===== src/rtl/sweep_ctrl.sv =====
// sweep_ctrl: frequency-sweep sequencer feeding a DDS compiler config port.
// A button press starts a sweep of phase-increment words from START_FREQ to
// STOP_FREQ in STEP increments. Each word is offered on an AXI-Stream config
// channel and held for DWELL clocks once accepted. MOD selects a single
// up-sweep ("linear") or an up-then-down sweep ("triangle").
//
// Ports
//   clk           in   1   system clock
//   rst           in   1   synchronous active-high reset
//   i_btn_start   in   1   asynchronous button level
//   o_cfg_tdata   out  32  phase-increment word
//   o_cfg_tvalid  out  1   AXI-S valid
//   i_cfg_tready  in   1   AXI-S ready
//   o_busy        out  1   sweep in progress
//   o_done        out  1   one-clock pulse after the final word is accepted
//   o_freq        out  32  last accepted word
//
// state | meaning
// ------+-------------------------------------------------------------
// IDLE  | waiting for a start press
// SEND  | word offered on the config channel, held until accepted
// DWELL | holding the accepted word, down-counting the dwell timer
// DONE  | one-clock completion pulse

module sweep_ctrl #(
    parameter logic [31:0] START_FREQ = 32'h0000_1000,
    parameter logic [31:0] STOP_FREQ  = 32'h0000_FFFF,
    parameter logic [31:0] STEP       = 32'h0000_0100,
    parameter int unsigned DWELL      = 1000,
    parameter string       MOD        = "linear"
) (
    input  logic        clk,
    input  logic        rst,
    input  logic        i_btn_start,
    output logic [31:0] o_cfg_tdata,
    output logic        o_cfg_tvalid,
    input  logic        i_cfg_tready,
    output logic        o_busy,
    output logic        o_done,
    output logic [31:0] o_freq
);

    localparam bit          IS_TRI   = (MOD == "triangle");
    localparam logic [31:0] DWELL_M1 = 32'(DWELL - 1);

    if (!(MOD == "linear" || MOD == "triangle")) begin : g_bad_mod
        $error("sweep_ctrl: MOD must be \"linear\" or \"triangle\"");
    end
    if (START_FREQ > STOP_FREQ) begin : g_bad_range
        $error("sweep_ctrl: START_FREQ must not exceed STOP_FREQ");
    end
    if (STEP == 32'd0) begin : g_bad_step
        $error("sweep_ctrl: STEP must be non-zero");
    end
    if (DWELL < 1) begin : g_bad_dwell
        $error("sweep_ctrl: DWELL must be at least 1");
    end

    typedef enum logic [1:0] {
        S_IDLE  = 2'd0,
        S_SEND  = 2'd1,
        S_DWELL = 2'd2,
        S_DONE  = 2'd3
    } state_t;

    state_t      state_q, state_d;
    logic [31:0] cur_q, cur_d;
    logic [31:0] cnt_q, cnt_d;
    logic [31:0] freq_q, freq_d;
    logic        dir_down_q, dir_down_d;
    logic        abort_q, abort_d;

    logic        sync1_q, sync2_q, sync2_dly_q;
    logic        start_q;

    logic [31:0] up_next;
    logic [31:0] dn_next;
    logic        is_final;
    logic        is_turn;
    logic        tvalid;
    logic        done;

    // Two-flop synchronizer plus a registered rising-edge pulse; the extra
    // register keeps the press-to-valid latency at three clocks.
    always_ff @(posedge clk) begin
        if (rst) begin
            sync1_q     <= 1'b0;
            sync2_q     <= 1'b0;
            sync2_dly_q <= 1'b0;
            start_q     <= 1'b0;
        end else begin
            sync1_q     <= i_btn_start;
            sync2_q     <= sync1_q;
            sync2_dly_q <= sync2_q;
            start_q     <= sync2_q & ~sync2_dly_q;
        end
    end

    // Distances are compared before stepping so the sum/difference never wraps.
    assign up_next  = (STOP_FREQ - cur_q <= STEP) ? STOP_FREQ : cur_q + STEP;
    assign dn_next  = (cur_q - START_FREQ <= STEP) ? START_FREQ : cur_q - STEP;

    // Triangle only finishes on START reached on the way down, so a
    // degenerate START==STOP triangle emits its word twice.
    assign is_final = IS_TRI ? (dir_down_q && (cur_q == START_FREQ))
                             : (cur_q == STOP_FREQ);
    assign is_turn  = IS_TRI && !dir_down_q && (cur_q == STOP_FREQ);

    always_ff @(posedge clk) begin
        if (rst) begin
            state_q    <= S_IDLE;
            cur_q      <= 32'd0;
            cnt_q      <= 32'd0;
            freq_q     <= 32'd0;
            dir_down_q <= 1'b0;
            abort_q    <= 1'b0;
        end else begin
            state_q    <= state_d;
            cur_q      <= cur_d;
            cnt_q      <= cnt_d;
            freq_q     <= freq_d;
            dir_down_q <= dir_down_d;
            abort_q    <= abort_d;
        end
    end

    always_comb begin
        state_d    = state_q;
        cur_d      = cur_q;
        cnt_d      = cnt_q;
        freq_d     = freq_q;
        dir_down_d = dir_down_q;
        abort_d    = abort_q;
        tvalid     = 1'b0;
        done       = 1'b0;

        case (state_q)
            S_IDLE: begin
                abort_d = 1'b0;
                if (start_q) begin
                    cur_d      = START_FREQ;
                    dir_down_d = 1'b0;
                    state_d    = S_SEND;
                end
            end
            S_SEND: begin
                tvalid = 1'b1;
                if (start_q) begin
                    abort_d = 1'b1;
                end
                // An abort never cuts a pending handshake short.
                if (i_cfg_tready) begin
                    freq_d = cur_q;
                    if (abort_q || start_q) begin
                        state_d = S_IDLE;
                    end else if (is_final) begin
                        state_d = S_DONE;
                    end else begin
                        if (is_turn) begin
                            dir_down_d = 1'b1;
                        end
                        cnt_d   = DWELL_M1;
                        state_d = S_DWELL;
                    end
                end
            end
            S_DWELL: begin
                if (abort_q || start_q) begin
                    state_d = S_IDLE;
                end else if (cnt_q == 32'd0) begin
                    cur_d   = dir_down_q ? dn_next : up_next;
                    state_d = S_SEND;
                end else begin
                    cnt_d = cnt_q - 32'd1;
                end
            end
            S_DONE: begin
                done    = 1'b1;
                abort_d = 1'b0;
                state_d = S_IDLE;
            end
            default: begin
                state_d = S_IDLE;
            end
        endcase
    end

    assign o_cfg_tdata  = cur_q;
    assign o_cfg_tvalid = tvalid;
    assign o_busy       = (state_q != S_IDLE);
    assign o_done       = done;
    assign o_freq       = freq_q;

endmodule


===== config.mk =====
export PLATFORM = sky130hd
export DESIGN_NAME = sweep_ctrl
export DESIGN_NICKNAME = d
export VERILOG_FILES = /design/src/rtl/sweep_ctrl.sv
export SDC_FILE = /design/constraint.sdc
export NUM_CORES = 1
export LEC_CHECK = 0
export BUFFER_PORTS_ARGS = -buffer_cell sky130_fd_sc_hd__buf_2
export CORE_MARGIN = 2
export CORE_UTILIZATION = 59
export CTS_BUF_LIST = sky130_fd_sc_hd__clkbuf_2 sky130_fd_sc_hd__clkbuf_4 sky130_fd_sc_hd__clkbuf_8
export CTS_CLUSTER_DIAMETER = 120
export DETAILED_ROUTE_END_ITERATION = 10
export GPL_TIMING_DRIVEN = 0
export PLACE_DENSITY = 0.86
export SYNTH_ARGS = -nofsm -noshare
export SYNTH_HDL_FRONTEND = slang
export SYNTH_SLANG_ARGS = --single-unit

===== constraint.sdc =====
create_clock -name clk -period 3.36 [get_ports clk]
set_clock_uncertainty 0.05 [all_clocks]
set_input_delay 0.672 -clock clk [delete_from_list [all_inputs] [get_ports clk]]
set_output_delay 0.672 -clock clk [all_outputs]
set_load 0.005 [all_outputs]

==> metrics.cfg, run 1 <==
[clock_network]
post_cts.repair.setup_buffers = 0
cts_sinks = 89
cts.clk_slew.worst_paths_ps = 90
clkLatencyLatePin_ps = 370
cts_tree = yes
clk_path_buf_depth = 2
cts_root_buf = clkbuf_8
holdBufCountCts = 0
numCtsBuffers = 9
ctsResizeCount = 0
htree_num_levels = 3

[synth]
synth_area_leader_cell = dfxtp_1
synth_top_cell_area_share_pct = 39.05
yosysWarnings = 0
synth.distinct_cells = 57
synth_area_leaders = dfxtp_1, a21oi_1, nand2_1
seq_area_frac_synth_pct = 39.05
syn_inst = 547
ys.flop_type = dfxtp_1
postSynthNetCount = 558
synth-edff-count = 0
async_reset_ff_share_pct = 0
syn_area_um2 = 4563
ys_ff_latch = 89
syn_area_per_cell_um2 = 8.342

[pwr]
p_clk_share_pct = 29.5
switching_share_pct = 34.76
sequentialPowerShare_pct = 40.9
powerDensity_nw_per_um2 = 532.1
p_int_mw = 1.827
p_switching_mw = 0.9737
leakagePower_nw = 2.201
p_comb_share_pct = 29.6
ir_drop_v = 0.0003525

[setup_path]
required_ps = 3530
worstPathArrival_ps = 3310
reg2reg_slack_ps = 220
crit_type = register to register
worst-path-max-fanout = 10
crit_top_cell = a21oi_1
end_kind = register
crit_chain = inv_1 -> ha_1 -> nor4b_2 -> nand4_2 -> nor4_2 -> buf_2 -> a21oi_1 -> a21oi_1 -> a311oi_1
cpMaxStageDelayCell = nor4_2
crit_path_max_incr_delay_ps = 790
crit_path_start_kind = register

[grt]
track_usage_pct = 27.55
grt_pass1_wl_um = 19090
antenna_found_initial = 0
grt_pass1_vias = 4148
overflow = 0
grt_start_max_net_pins = 17

[timing]
timing.final.crit_share_pct = 93.44
max_freq_mhz = 318.5
rsz0062_at_grt = no
slew_viol_final = 0
setup_tns_ps = 0
final-setup-viol-count = 0
period_minus_slack_ps = 3139
final-hold-violation-count = 0
worstMarginPinSlew_ps = 866.7
worst_slew_margin_rel_pct = 41.78

[place]
dp_hpwl_um = 8376
io_buffers = 70
place_congestion = 0.9156

[route]
drc = 0
drt_iter0_drc = 269
vias_per_cell = 6.097
postRouteAntennaNets = 0
wirelength_um = 11540
wl_per_cell_um = 15.69
first_pass_iters = 5
vias = 4481

[floorplanning]
rows = 32
core_area_um2 = 7607
initial_core_util_pct = 59.98
die_area_um2 = 8454
die_h_um = 91.95
io_pins = 71
die_x_um = 91.95

[finish]
num_antenna_cells = 0
seqCellArea_um2 = 1782
post-route-util_pct = 69.19
final_common_cell = dfxtp_1
final_layout_size_suffix_gt1_share_pct = 19.91
fin_nets = 639
layout_common_cells = dfxtp_1, nand2_1, buf_2
fillCellCount = 653
multi_input_area_um2 = 2505
syn2layout_area_growth_pct = 15.36

[worst_hold_path]
hold_path.class = register to register

[status]
status = completed

[flow_run]
cap_viol_max_count = 0

-- state kept, by name, indices dropped and copies added (netlist names) --
name / count
cnt_q: 32
o_cfg_tdata: 25
o_freq: 25
state_q: 2
abort_q: 1
start_q: 1
sync1_q: 1
sync2_dly_q: 1
sync2_q: 1
-- cell type report --
class	count	share of cell area, %
multi-input combinational	403	47.59
sequential	89	33.85
timing repair buffer	70	6.656
buffer	41	4.255
tap	102	2.425
clock buffer	9	2.353
clock inverter	7	1.878
inverter	14	0.9983
-- synthesized netlist by cell type, types with 4 or more instances --
cell type,count
nand4_1,5
o211ai_1,10
o21ai_0,26
inv_1,14
a22o_1,6
o31ai_1,4
buf_2,5
dfxtp_1,89
a211oi_1,5
or4_1,22
xor2_1,12
nor4_1,9
or3_1,19
nand2b_1,9
nor2b_1,5
ha_1,7
o311ai_0,4
nand4b_1,7
a21o_1,10
buf_4,15
a21oi_1,58
and3_1,4
a311oi_1,6
nand3_1,11
nor3_1,15
nor2_1,35
clkbuf_1,18
nor4_4,4
nand2_1,75
-- critical path, delay by kind of cell (launching register included) --
family                   cells  cell delay [ps]
flip-flops                   1              350
AND/OR/NAND/NOR              3             1630
buffers and inverters        2              420
AO/OA/AOI/OAI                3              350
adder cells (fa/ha/maj)      1              210
-- power by group through the flow --
| stage | logic, mW | clock network (mW) | registers [mW] |
|---|---|---|---|
| floorplan | 0.626 | 0 | 1.16 |
| global placement | 0.778 | 0 | 1.17 |
| detailed placement | 0.801 | 0 | 1.17 |
| CTS | 0.809 | 0.833 | 1.14 |
| global route | 0.912 | 0.882 | 1.15 |
| finish | 0.828 | 0.826 | 1.15 |
-- routing by layer --
| metal | up-vias | share of wire (%) | global-route usage (%) | wire length (µm) |
|---|---|---|---|---|
| met1 | 2121 | 42 | 32.87 | 4841 |
| met2 | 164 | 49 | 46.94 | 5631 |
| li1 | 2164 | - | - | - |
| met3 | 32 | 6.0 | 5.341 | 691 |
| met4 | 0 | 3.2 | 14.43 | 370 |
| met5 | - | 0 | 0 | 0 |
-- kinds of logic (layout without fill, tap and decap cells) --
| logic type | Yosys count | count (layout) | share of synthesized area, % |
|---|---|---|---|
| compound gates | 141 | 141 | 19.36 |
| xor+xnor | 12 | 12 | 2.303 |
| fa+ha+maj | 7 | 7 | 1.919 |
| buf+inv | 55 | 141 | 6.060 |
| flops | 89 | 89 | 39.05 |
| mux | 3 | 3 | 0.6855 |
| simple gates | 240 | 240 | 30.63 |
-- metrics by stage --
step | hold WS [ps] | setup slack [ps] | std cells | total power [mW] | cell area [µm²]
after global placement | 323.3 | 461.6 | 719 | 1.943 | 5041
final | 335.1 | 220.5 | 735 | 2.801 | 5264
after detailed placement | 334.5 | 352.5 | 719 | 1.969 | 5041
after floorplan | 317.4 | 989.3 | 547 | 1.783 | 4563
after global routing | 353.1 | 55.33 | 735 | 2.947 | 5264
after CTS | 339.7 | 307.6 | 735 | 2.786 | 5264
-- final timing paths --
path,start,to,cells after the start
max,cnt_q[0],cnt_q[7],9
max reg2reg,cnt_q[0],cnt_q[7],9
min,sync2_dly_q,start_q,1
min reg2reg,sync2_dly_q,start_q,1
Power figures use the tool's default switching activity.
==> run 2: changes to the inputs <==
- CELL_PAD_IN_SITES_DETAIL_PLACEMENT: not set -> 0
- CELL_PAD_IN_SITES_GLOBAL_PLACEMENT: not set -> 2
- CORE_UTILIZATION: 59 -> 35
==> metrics.cfg, run 2 (synthesized netlist as in run 1, its figures left out) <==
[route]
postRouteAntennaNets = 0
vias = 4272
drc = 0
wl_per_cell_um = 16.03
drt_iter0_drc = 241
vias_per_cell = 5.327
wirelength_um = 12860
first_pass_iters = 5

[setup_path]
required_ps = 3550
reg2reg_slack_ps = 320
crit_type = register to register
timing.rr.end = cnt_q[5]
crit_path_max_incr_delay_ps = 770
critPathTopFamily = simple AND/OR/NAND/NOR gates
crit_path_start_kind = register
worst-path-max-fanout = 10
cp.depth = 9
worstSetupStartpoint = cnt_q[0]
r2r_cells = 9
worstPathArrival_ps = 3230
cpMaxStageDelayCell = nor4_2
end_kind = register
path_buf_inv = 2
critPathCapture = cnt_q[5]
reg2reg_from = cnt_q[0]
crit_chain = inv_1 -> ha_1 -> nor4b_2 -> nand4_2 -> nor4_2 -> buf_2 -> nor2_1 -> a21oi_1 -> a211oi_1

[clock_network]
clkLatencyLatePin_ps = 390
post_cts.repair.setup_buffers = 0
clk_path_buf_depth = 2
holdBufCountCts = 0
htree_num_levels = 3
numCtsBuffers = 9
cts_tree = yes
cts_root_buf = clkbuf_8
cts_sinks = 89
ctsResizeCount = 0
cts.clk_slew.worst_paths_ps = 90

[status]
status = completed

[timing]
setup_tns_ps = 0
finalWorstSetupSlack_ps = 322.2
worst_slew_margin_rel_pct = 34.83
final-hold-violation-count = 0
final-setup-viol-count = 0
rsz0062_at_grt = no
slew_viol_final = 0
period_minus_slack_ps = 3038
timing.final.crit_share_pct = 90.41
max_freq_mhz = 329.2
worstMarginPinSlew_ps = 970.1

[place]
dp_hpwl_um = 9417
io_buffers = 70
dp_slack_ps = 313.9
place_congestion = 0.8160

[finish]
fin_nets = 639
largest_reg_flops = 32
layout_common_cells = dfxtp_1, nand2_1, buf_2
num_antenna_cells = 0
regMostFlops = cnt_q
fillCellCount = 1333
final_layout_size_suffix_gt1_share_pct = 19.52
final_common_cell = dfxtp_1
post-route-util_pct = 41.84
syn2layout_area_growth_pct = 16.18

[grt]
grt_pass1_wl_um = 21180
grt_pass1_vias = 4120
track_usage_pct = 18.66
grt_start_max_net_pins = 13
antenna_found_initial = 0
overflow = 0

[floorplanning]
initial_core_util_pct = 36.01
die_x_um = 118.2
rows = 41
io_pins = 71
core_area_um2 = 12670
die_area_um2 = 13970
die_h_um = 118.2

[pwr]
p_comb_share_pct = 31.1
leakagePower_nw = 2.181
switching_share_pct = 35.60
p_switching_mw = 0.9552
sequentialPowerShare_pct = 42.7
p_clk_share_pct = 26.2
ir_drop_v = 0.0002388
p_int_mw = 1.728
powerDensity_nw_per_um2 = 506.1

[worst_hold_path]
hold_path.class = register to register
hp-start = sync2_dly_q

[flow_run]
cap_viol_max_count = 0

[run 2: cell types whose count changed in the layout (fill, tap and decap cells not counted)]
cell	delta
bufinv_16	-2
clkbuf_8	+3
clkinv_2	-1
inv_6	-3
clkinvlp_4	-1
clkbuf_4	+1
[run 2: layer usage]
layer / track usage (%) / wire (µm) / part of all wire [%]
met4: 6.852 / 197 / 1.5
met2: 31.86 / 6213 / 48
met3: 2.992 / 409 / 3.2
met1: 23.65 / 6038 / 47
met5: 0 / 0 / 0
[run 2: final cells by class]
type                       instances  area [µm²]  area share [%]
buffer                            41       224.0           4.225
sequential                        89        1782           33.61
multi-input combinational        403        2505           47.25
inverter                          14       52.55          0.9913
timing repair buffer              70       350.3           6.608
clock buffer                      13       172.7           3.257
tap                              172       215.2           4.059
[run 2: power by group through the flow]
stage / logic [mW] / registers (mW) / clock network (mW)
after floorplan: 0.626 / 1.16 / 0
after global placement: 0.811 / 1.17 / 0
after detailed placement: 0.822 / 1.17 / 0
after CTS: 0.830 / 1.14 / 0.725
after global routing: 0.919 / 1.15 / 0.770
final: 0.834 / 1.15 / 0.704
[run 2: worst reg2reg max path, stage by stage (launching register included)]
cell and delay, ps:
dfxtp_1 340, inv_1 60, ha_1 200, nor4b_2 400, nand4_2 420, nor4_2 780
buf_2 350, nor2_1 80, a21oi_1 160, a211oi_1 70
[run 2: per-stage QoR]
step | power [mW] | area, µm² | hold slack, ps | instances
final | 2.683 | 5301 | 335.8 | 802
after global routing | 2.841 | 5301 | 346.6 | 802
after CTS | 2.698 | 5301 | 340.3 | 802
after detailed placement | 1.991 | 5129 | 327.1 | 789
after global placement | 1.979 | 5129 | 328.6 | 789
after floorplan | 1.783 | 4563 | 317.4 | 547
[run 2: how the worst min path moves through the flow]
stage	end	cells past startpoint
4_1_cts	start_q	1
3_5_place_dp	start_q	1
3_3_place_gp	start_q	1
5_1_grt	start_q	1
2_1_floorplan	start_q	1
6_report	start_q	1
